$ cat src/rtl/window_fetch_ctrl_if.sv
// Handshake and memory-request bundle between the window fetch sequencer and its neighbours.
interface window_fetch_ctrl_if #(
  parameter int unsigned ADDR_WIDTH = 8
);
  logic                  i_start;
  logic                  i_abort;
  logic                  o_rd_en;
  logic [ADDR_WIDTH-1:0] o_rd_addr;
  logic                  o_enb_byt;
  logic                  o_equal_addr;
  logic                  o_win_valid;
  logic                  i_win_ready;
  logic [ADDR_WIDTH-1:0] o_row;
  logic [ADDR_WIDTH-1:0] o_col;
  logic                  o_busy;
  logic                  o_done;

  // Sequencer side
  modport master (
    input  i_start, i_abort, i_win_ready,
    output o_rd_en, o_rd_addr, o_enb_byt, o_equal_addr, o_win_valid,
           o_row, o_col, o_busy, o_done
  );

  // Control / memory / MAC side
  modport slave (
    output i_start, i_abort, i_win_ready,
    input  o_rd_en, o_rd_addr, o_enb_byt, o_equal_addr, o_win_valid,
           o_row, o_col, o_busy, o_done
  );
endinterface

$ cat src/rtl/window_fetch_ctrl.sv
// Scans an IMG_H x IMG_W byte image with a KxK stride-1 window, issuing the
// K*K tap reads per window and handing each complete window to the MAC stage.
module window_fetch_ctrl #(
  parameter int unsigned BYTE_WIDTH = 8,
  parameter int unsigned IMG_W      = 5,
  parameter int unsigned IMG_H      = 5,
  parameter int unsigned K          = 3,
  parameter int unsigned ADDR_WIDTH = 8
) (
  input  logic               clk,
  input  logic               rst,
  window_fetch_ctrl_if.master bus
);

  localparam int unsigned KW       = (K > 1) ? $clog2(K) : 1;
  localparam int unsigned ROW_STEP = IMG_W - K + 1;
  localparam int unsigned COL_LAST = IMG_W - K;
  localparam int unsigned ROW_LAST = IMG_H - K;

  // Reject parameter sets the address arithmetic cannot represent
  if (ADDR_WIDTH < $clog2(IMG_W * IMG_H)) begin : g_addr_chk
    $error("ADDR_WIDTH too narrow for IMG_W*IMG_H");
  end
  if (IMG_W < K || IMG_H < K || K < 1) begin : g_dim_chk
    $error("image must be at least K x K");
  end
  if (BYTE_WIDTH < 1) begin : g_byte_chk
    $error("BYTE_WIDTH must be non-zero");
  end

  typedef enum logic [2:0] {
    IDLE    = 3'd0,
    FETCH   = 3'd1,
    WAIT    = 3'd2,
    PRESENT = 3'd3,
    DONE    = 3'd4
  } state_t;

  state_t                state;
  logic [KW-1:0]         kr;
  logic [KW-1:0]         kc;
  logic [ADDR_WIDTH-1:0] row;
  logic [ADDR_WIDTH-1:0] col;
  logic [ADDR_WIDTH-1:0] base;   // row*IMG_W + col, kept incrementally
  logic                  tap_last;
  logic                  kc_last;

  assign kc_last  = (kc == KW'(K - 1));
  assign tap_last = kc_last && (kr == KW'(K - 1));

  assign bus.o_row = row;
  assign bus.o_col = col;

  // Scan sequencer with registered strobes; abort overrides every transition
  always_ff @(posedge clk or posedge rst) begin
    if (rst) begin
      state            <= IDLE;
      kr               <= '0;
      kc               <= '0;
      row              <= '0;
      col              <= '0;
      base             <= '0;
      bus.o_rd_en      <= 1'b0;
      bus.o_rd_addr    <= '0;
      bus.o_enb_byt    <= 1'b0;
      bus.o_equal_addr <= 1'b0;
      bus.o_win_valid  <= 1'b0;
      bus.o_busy       <= 1'b0;
      bus.o_done       <= 1'b0;
    end else begin
      bus.o_enb_byt <= bus.o_rd_en;
      if (bus.i_abort) begin
        state            <= IDLE;
        bus.o_rd_en      <= 1'b0;
        bus.o_enb_byt    <= 1'b0;
        bus.o_equal_addr <= 1'b0;
        bus.o_win_valid  <= 1'b0;
        bus.o_busy       <= 1'b0;
        bus.o_done       <= 1'b0;
      end else begin
        case (state)
          IDLE: begin
            if (bus.i_start) begin
              row              <= '0;
              col              <= '0;
              base             <= '0;
              kr               <= '0;
              kc               <= '0;
              bus.o_rd_addr    <= '0;
              bus.o_rd_en      <= 1'b1;
              bus.o_equal_addr <= 1'b1;
              bus.o_busy       <= 1'b1;
              state            <= FETCH;
            end
          end
          FETCH: begin
            if (tap_last) begin
              bus.o_rd_en <= 1'b0;
              state       <= WAIT;
            end else if (kc_last) begin
              kc            <= '0;
              kr            <= kr + KW'(1);
              bus.o_rd_addr <= bus.o_rd_addr + ADDR_WIDTH'(ROW_STEP);
            end else begin
              kc            <= kc + KW'(1);
              bus.o_rd_addr <= bus.o_rd_addr + ADDR_WIDTH'(1);
            end
          end
          WAIT: begin
            bus.o_equal_addr <= 1'b0;
            bus.o_win_valid  <= 1'b1;
            state            <= PRESENT;
          end
          PRESENT: begin
            if (bus.i_win_ready) begin
              bus.o_win_valid <= 1'b0;
              kr              <= '0;
              kc              <= '0;
              if (col < ADDR_WIDTH'(COL_LAST)) begin
                col              <= col + ADDR_WIDTH'(1);
                base             <= base + ADDR_WIDTH'(1);
                bus.o_rd_addr    <= base + ADDR_WIDTH'(1);
                bus.o_rd_en      <= 1'b1;
                bus.o_equal_addr <= 1'b1;
                state            <= FETCH;
              end else if (row < ADDR_WIDTH'(ROW_LAST)) begin
                col              <= '0;
                row              <= row + ADDR_WIDTH'(1);
                base             <= base - col + ADDR_WIDTH'(IMG_W);
                bus.o_rd_addr    <= base - col + ADDR_WIDTH'(IMG_W);
                bus.o_rd_en      <= 1'b1;
                bus.o_equal_addr <= 1'b1;
                state            <= FETCH;
              end else begin
                bus.o_done <= 1'b1;
                state      <= DONE;
              end
            end
          end
          DONE: begin
            bus.o_done <= 1'b0;
            bus.o_busy <= 1'b0;
            state      <= IDLE;
          end
          default: begin
            state <= IDLE;
          end
        endcase
      end
    end
  end

endmodule

$ cat src/flat_wrapper.sv
// flat-port wrapper written by rule: the top's interface ports become plain ports
module window_fetch_ctrl_flat 
#(
  parameter int unsigned BYTE_WIDTH = 8,
  parameter int unsigned IMG_W      = 5,
  parameter int unsigned IMG_H      = 5,
  parameter int unsigned K          = 3,
  parameter int unsigned ADDR_WIDTH = 8
)
  (clk, rst, bus_i_start, bus_i_abort, bus_i_win_ready, bus_o_rd_en, bus_o_rd_addr, bus_o_enb_byt, bus_o_equal_addr, bus_o_win_valid, bus_o_row, bus_o_col, bus_o_busy, bus_o_done);
  window_fetch_ctrl_if #(.ADDR_WIDTH(ADDR_WIDTH)) bus_i ();
  input  logic clk;
  input  logic rst;
  input wire logic [$bits(bus_i.i_start)-1:0] bus_i_start;
  input wire logic [$bits(bus_i.i_abort)-1:0] bus_i_abort;
  input wire logic [$bits(bus_i.i_win_ready)-1:0] bus_i_win_ready;
  output wire logic [$bits(bus_i.o_rd_en)-1:0] bus_o_rd_en;
  output wire logic [$bits(bus_i.o_rd_addr)-1:0] bus_o_rd_addr;
  output wire logic [$bits(bus_i.o_enb_byt)-1:0] bus_o_enb_byt;
  output wire logic [$bits(bus_i.o_equal_addr)-1:0] bus_o_equal_addr;
  output wire logic [$bits(bus_i.o_win_valid)-1:0] bus_o_win_valid;
  output wire logic [$bits(bus_i.o_row)-1:0] bus_o_row;
  output wire logic [$bits(bus_i.o_col)-1:0] bus_o_col;
  output wire logic [$bits(bus_i.o_busy)-1:0] bus_o_busy;
  output wire logic [$bits(bus_i.o_done)-1:0] bus_o_done;
  assign bus_i.i_start = bus_i_start;
  assign bus_i.i_abort = bus_i_abort;
  assign bus_i.i_win_ready = bus_i_win_ready;
  assign bus_o_rd_en = bus_i.o_rd_en;
  assign bus_o_rd_addr = bus_i.o_rd_addr;
  assign bus_o_enb_byt = bus_i.o_enb_byt;
  assign bus_o_equal_addr = bus_i.o_equal_addr;
  assign bus_o_win_valid = bus_i.o_win_valid;
  assign bus_o_row = bus_i.o_row;
  assign bus_o_col = bus_i.o_col;
  assign bus_o_busy = bus_i.o_busy;
  assign bus_o_done = bus_i.o_done;
  window_fetch_ctrl #(.BYTE_WIDTH(BYTE_WIDTH), .IMG_W(IMG_W), .IMG_H(IMG_H), .K(K), .ADDR_WIDTH(ADDR_WIDTH)) u_core (.clk(clk), .rst(rst), .bus(bus_i));
endmodule
$ cat config.mk
export PLATFORM = sky130hd
export DESIGN_NAME = window_fetch_ctrl_flat
export DESIGN_NICKNAME = d
export VERILOG_FILES = /design/src/rtl/window_fetch_ctrl_if.sv /design/src/rtl/window_fetch_ctrl.sv /design/src/flat_wrapper.sv
export SDC_FILE = /design/constraint.sdc
export NUM_CORES = 1
export LEC_CHECK = 0
export BUFFER_PORTS_ARGS = -buffer_cell sky130_fd_sc_hd__clkbuf_2
export CORE_UTILIZATION = 45
export DETAILED_ROUTE_END_ITERATION = 10
export PLACE_DENSITY_LB_ADDON = 0.3
export RECOVER_POWER = 100
export SYNTH_ARGS = -nofsm -noshare
export SYNTH_HDL_FRONTEND = slang
export SYNTH_SLANG_ARGS = --single-unit
export TNS_END_PERCENT = 30
$ cat constraint.sdc
create_clock -name clk -period 4.8 [get_ports clk]
set_input_delay 0.96 -clock clk [delete_from_list [all_inputs] [get_ports clk]]
set_output_delay 0.96 -clock clk [all_outputs]
set_load 0.03 [all_outputs]
==> results of run 1 <==
[cells by family after synthesis]
family / share of synthesized area (%)
AND/OR/NAND/NOR: 21.5
multiplexers: 2.41
buffers and inverters: 5.12
flip-flops: 38.1
XOR/XNOR: 1.78
adder cells (fa/ha/maj): 8.97
AO/OA/AOI/OAI: 22.2
[registers in the layout, summed over array words and instances (netlist names), 2 cells and up]
name / flops
u_core.base: 8
u_core.bus.o_rd_addr: 8
u_core.bus.o_col: 8
u_core.kc: 2
u_core.kr: 2
u_core.bus.o_row: 8
u_core.state: 3
[layout make-up]
cell class	instances	share of cell area, %
Sequential cell	45	34.5
Multi-Input combinational cell	253	51.5
Tap cell	77	2.96
Inverter	24	2.76
Timing Repair Buffer	34	3.99
Clock buffer	5	2.11
Clock inverter	3	2.11
[worst min path at each step]
stage                                                 to  cells past startpoint
after floorplan                 u_core.kc[0]$_DFFE_PP0P_                      1
after global placement        u_core.base[7]$_DFFE_PP0P_                      1
after detailed placement  u_core.bus.o_enb_byt$_DFF_PP0_                      2
after CTS                 u_core.bus.o_enb_byt$_DFF_PP0_                      2
after global routing            u_core.kc[0]$_DFFE_PP0P_                      1
final                     u_core.bus.o_enb_byt$_DFF_PP0_                      2
[cells in the final DEF, fill, tap and decap left out, types with 3 or more instances in the layout]
| cell type | instances |
|---|---|
| nor2_1 | 31 |
| dfrtp_1 | 45 |
| nor2b_1 | 5 |
| inv_1 | 24 |
| o2111ai_1 | 3 |
| ha_1 | 18 |
| a211oi_1 | 6 |
| a31oi_1 | 3 |
| nand3_1 | 13 |
| nand2b_1 | 3 |
| nor3_1 | 8 |
| a21o_1 | 4 |
| o21ai_0 | 22 |
| and4_1 | 3 |
| nor4_1 | 3 |
| xor2_1 | 3 |
| mux2i_1 | 6 |
| or3_1 | 6 |
| clkbuf_8 | 5 |
| o31ai_1 | 5 |
| a21oi_1 | 20 |
| nand4_1 | 5 |
| and3_1 | 4 |
| nand2_1 | 28 |
| xnor2_1 | 3 |
| clkbuf_1 | 32 |
| o211ai_1 | 7 |
[cell usage after synthesis, types with 3 or more instances]
cell,count
and2_1,3
a21o_1,4
xor2_1,3
xnor2_1,3
nand2_1,28
and3_1,4
dfrtp_1,45
a21oi_1,20
o31ai_1,5
nor2b_1,5
a211oi_1,6
inv_1,24
o211ai_1,7
nand3_1,13
nor3_1,8
or3_1,6
nand2b_1,3
nand4_1,5
o21ai_1,3
nor4_1,3
clkbuf_1,12
nor2_1,31
o2111ai_1,3
a31oi_1,3
mux2i_1,6
ha_1,18
o21ai_0,20
and4_1,3
[report_power, final]
group          leakage (µW)  internal, µW  switching, µW
clock network     0.0000687           210            137
logic              0.000773          32.3           77.8
registers          0.000619           392           16.6
total               0.00146           634            232
[metal layers]
metal	routed length [µm]	track usage, %	up-vias
met4	76	5.17	0
met5	0	0	-
li1	-	-	1290
met3	481	3.38	9
met1	3430	31.5	1215
met2	3010	30.8	90
[per-stage QoR]
step                      cell area (µm²)  hold WS (ns)
after CTS                            3300         0.529
after floorplan                      2960         0.481
after global routing                 3260         0.556
after global placement               3160         0.493
final                                3260         0.516
after detailed placement             3160         0.508
[worst max-delay path, delay by kind of cell, from the launching register on]
| family | cells | cell delay (ns) |
|---|---|---|
| flip-flops | 1 | 0.43 |
| buffers and inverters | 3 | 0.21 |
| adder cells (fa/ha/maj) | 3 | 0.66 |
| AND/OR/NAND/NOR | 1 | 0.08 |
| AO/OA/AOI/OAI | 4 | 1.41 |
==> flow_metrics.py, run 1 <==
metrics = {
    "timing": {
        "setup_viol": 0,
        "fin_setup_tns_ns": 0,
        "worst_slew_pin_slew_ns": 1.73,
        "fin_crit_sh_pct": 60.3,
        "fmax_mhz": 346,
        "fin_ws_ns": 1.91,
        "slew_headroom_pct": -15.8,
        "drv_slew": 46,
        "rsz0062_at_grt": "no",
        "final.min_clock_period_ns": 2.89,
        "hold_viol_final": 0,
        "fin_worst_skew_ns": 0.0175,
    },
    "critical_path": {
        "critPathMostFrequentCell": "inv_1",
        "worstPathRequired_ns": 4.99,
        "end_kind": "flop",
        "r2r_end": "u_core.base[7]$_DFFE_PP0P_",
        "max_stage_delay_ns": 0.68,
        "r2r_cells": 11,
        "critical_path.endpoint": "u_core.base[7]$_DFFE_PP0P_",
        "crit_type": "flop to flop",
        "cp_max_fo": 5,
        "crit_path_start_kind": "flop",
        "crit_path_start": "u_core.base[1]$_DFFE_PP0P_",
        "rr_startpoint": "u_core.base[1]$_DFFE_PP0P_",
        "crit_chain": "inv_1 -> ha_1 -> inv_1 -> ha_1 -> inv_1 -> fa_1 -> nor2b_1 -> o31a_1 -> o311ai_0 -> a211oi_1 -> a211o_1",
        "crit_arrival_ns": 3.09,
        "slowest_stage": "o311ai_0",
        "rrSetupSlack_ns": 1.91,
    },
    "routing": {
        "wire_per_inst_um": 15.9,
        "routed_wl_mm": 7.00,
        "first_pass_iters": 4,
        "ant_nets": 0,
        "initialDrtViolationCount": 232,
        "vias_per_cell": 5.90,
        "num_vias": 2604,
        "drc": 0,
    },
    "final_layout": {
        "area_growth_syn_to_layout_pct": 10.2,
        "final_cells": 441,
        "antenna_cells": 0,
        "n_fill_cell": 596,
        "final_util_pct": 51.3,
        "register_area_um2": 1130,
        "multi_input_area_um2": 1680,
        "final_nets": 388,
        "drive_above_1_share_pct": 4.95,
    },
    "floorplan": {
        "core_um2": 6350,
        "start_util_pct": 46.6,
        "die_h_um": 83.1,
        "die_w_um": 83.1,
        "rows": 29,
        "io_pins": 35,
        "die_area_um2": 6900,
    },
    "synthesis": {
        "avgSynthCellArea_um2": 8.80,
        "async_reset_ff_share_pct": 100,
        "synth_nets": 361,
        "yosysSeqAreaShare_pct": 38.1,
        "yosysTopAreaCellShare_pct": 38.1,
        "syn_inst": 336,
        "yosys-top-cells-area": "dfrtp_1 (38%), ha_1 (7.6%), nor2_1 (3.9%), nand2_1 (3.6%), a21oi_1 (3.4%)",
        "ys_warn_count": 0,
        "ys_types": 61,
        "synth_top_area_cell": "dfrtp_1",
        "synthesis.area_um2": 2960,
        "synth_seq_cells": 45,
        "synth_edf_count": 0,
        "synth-main-ff-cell": "dfrtp_1",
    },
    "min_path": {
        "worstHoldStart": "u_core.bus.o_rd_en$_DFFE_PP0P_",
        "hold_class": "flop to flop",
    },
    "status": {
        "status": "finished, violations left",
        "failed_checks": "capacitance limit, slew limit",
    },
    "clocking": {
        "numCtsBuffers": 5,
        "cts_setup_buffers": 0,
        "cts_tree": "built",
        "cts_buffer_depth": 2,
        "cts_sinks": 45,
        "ctsHoldBuffers": 0,
        "cts_root_buf": "clkbuf_8",
        "insertion_delay_ns": 0.31,
        "cts_resized": 0,
        "path_clk_slew_ns": 0.10,
        "htreeDepth": 2,
    },
    "power": {
        "power.leakage_uw": 0.00146,
        "ir_drop_mv": 0.173,
        "power.total_uw": 866,
        "powerDensity_nw_per_um2": 266,
    },
    "placed_design": {
        "dp_hpwl_mm": 5.15,
        "place_inst": 433,
        "gp_congestion": 0.877,
        "dp_slack_ns": 1.71,
        "io_buffers": 34,
    },
    "grt": {
        "grt_overflow": 0,
        "grt.total_usage_pct": 20.8,
        "antenna_found_initial": 0,
        "grt_pass1_wl_mm": 11.6,
        "grt_start_max_net_pins": 46,
        "grt_pass1_vias": 2360,
    },
    "job": {
        "drv_cap": 1,
    },
}
Power figures use the tool's default switching activity.
==> run 2, diff against run 1 <==
clock period = 2.7 ns   (was 4.8 ns; I/O delays follow)
==> flow_metrics.py, run 2 (synthesis results as in run 1) <==
metrics = {
    "placed_design": {
        "dp_hpwl_mm": 5.56,
        "io_buffers": 34,
        "dp_slack_ns": 0.0735,
        "gp_congestion": 0.940,
        "placed_cell_area_um2": 3290,
    },
    "final_layout": {
        "multi_input_area_um2": 1680,
        "register_area_um2": 1130,
        "final_nets": 405,
        "fin_area_um2": 3310,
        "antenna_cells": 0,
        "area_growth_syn_to_layout_pct": 11.9,
        "mostFrequentLayoutCells": "dfrtp_1 (45), clkbuf_1 (37), nor2_1 (31)",
        "n_fill_cell": 605,
        "drive_above_1_share_pct": 7.61,
        "final_util_pct": 52.1,
        "final_common_cell": "dfrtp_1",
    },
    "clocking": {
        "cts_sinks": 45,
        "cts_setup_buffers": 0,
        "cts_resized": 0,
        "htreeDepth": 2,
        "cts_tree": "built",
        "insertion_delay_ns": 0.30,
        "cts_buffer_depth": 2,
        "cts_root_buf": "clkbuf_8",
        "ctsHoldBuffers": 0,
        "path_clk_slew_ns": 0.09,
        "numCtsBuffers": 5,
    },
    "timing": {
        "rsz0062_at_grt": "no",
        "fin_worst_skew_ns": 0.00694,
        "fin_crit_sh_pct": 92.9,
        "fin_ws_ns": 0.193,
        "fmax_mhz": 399,
        "fin_setup_tns_ns": 0,
        "hold_slack_ns": 0.306,
        "slew_headroom_pct": 51.5,
        "hold_viol_final": 0,
        "final.min_clock_period_ns": 2.51,
        "setup_viol": 0,
        "drv_slew": 0,
        "worst_slew_pin_slew_ns": 0.728,
    },
    "power": {
        "powerDensity_nw_per_um2": 411,
        "p_clk_share_pct": 31.0,
        "comb_power_share_pct": 15.4,
        "p_sw_uw": 412,
        "p_seq_share_pct": 53.6,
        "ir_drop_mv": 0.272,
        "swShare_pct": 30.4,
        "p_int_uw": 946,
        "power.leakage_uw": 0.00151,
    },
    "grt": {
        "grt_pass1_wl_mm": 12.4,
        "grt_start_max_net_pins": 29,
        "grt_pass1_vias": 2492,
        "grt.total_usage_pct": 22.3,
        "antenna_found_initial": 0,
        "grt_overflow": 0,
    },
    "min_path": {
        "hold_class": "input port to async pin",
    },
    "critical_path": {
        "crit_type": "flop to flop",
        "crit_path_start_kind": "flop",
        "worstPathRequired_ns": 2.90,
        "crit_chain": "inv_1 -> ha_1 -> inv_1 -> ha_1 -> inv_1 -> fa_1 -> nor2b_1 -> o2111ai_1 -> a32oi_2 -> a211oi_1 -> a211o_1",
        "cp_num_buf_inv": 3,
        "slowest_stage": "dfrtp_1",
        "critical-path-top-delay-family": "compound AO/OA/AOI/OAI gates",
        "cp_max_fo": 4,
        "critPathMostFrequentCell": "inv_1",
        "crit_arrival_ns": 2.71,
        "max_stage_delay_ns": 0.38,
        "end_kind": "flop",
    },
    "floorplan": {
        "die_area_um2": 6900,
        "io_pins": 35,
        "die_w_um": 83.1,
        "rows": 29,
        "start_util_pct": 46.6,
        "die_h_um": 83.1,
        "core_um2": 6350,
    },
    "status": {
        "status": "finished, final reports clean",
    },
    "routing": {
        "drc": 0,
        "wire_per_inst_um": 16.3,
        "first_pass_iters": 5,
        "initialDrtViolationCount": 267,
        "routed_wl_mm": 7.47,
        "num_vias": 2710,
        "vias_per_cell": 5.92,
        "ant_nets": 0,
    },
    "job": {
        "drv_cap": 0,
    },
}
-- run 2: per-layer routing --
layer | routed length (µm) | track usage (%) | vias to the layer above
met2 | 3270 | 34.9 | 107
met1 | 3590 | 32.1 | 1261
met3 | 459 | 3.58 | 19
li1 | - | - | 1323
met4 | 142 | 6.43 | 0
met5 | 0 | 0 | -
-- run 2: area by class of cell --
class | instances | area share (%)
inverters | 24 | 2.72
flip-flops and latches | 45 | 34.0
clock buffers | 7 | 2.31
multi-input cells | 253 | 50.6
repair buffers | 51 | 7.15
clock inverters | 1 | 0.227
well taps | 77 | 2.91
-- run 2: power groups by stage --
stage	Sequential [µW]	Clock, µW	Combinational (µW)
6_report	728	421	209
5_1_grt	734	456	235
4_1_cts	728	434	222
3_5_place_dp	741	0	221
3_3_place_gp	739	0	215
2_1_floorplan	765	0	123
-- run 2: final timing paths --
path                                                      from                                  end  slack [ns]  cells after the start
worst max-delay path                u_core.base[1]$_DFFE_PP0P_           u_core.base[7]$_DFFE_PP0P_        0.19                     11
worst min-delay path                                       rst  u_core.bus.o_equal_addr$_DFFE_PP0P_        0.31                      2
worst max register to register      u_core.base[1]$_DFFE_PP0P_           u_core.base[7]$_DFFE_PP0P_        0.19                     11
worst min register to register  u_core.bus.o_rd_en$_DFFE_PP0P_       u_core.bus.o_enb_byt$_DFF_PP0_        0.52                      2
max in group asynchronous                                  rst  u_core.bus.o_rd_addr[5]$_DFFE_PP0P_        1.24                      3
min in group clk                u_core.bus.o_rd_en$_DFFE_PP0P_       u_core.bus.o_enb_byt$_DFF_PP0_        0.52                      2
-- run 2: stage by stage --
stage	std cells	total power [µW]
2_1_floorplan	336	888
3_3_place_gp	450	954
3_5_place_dp	450	962
4_1_cts	458	1380
5_1_grt	458	1420
6_report	458	1360
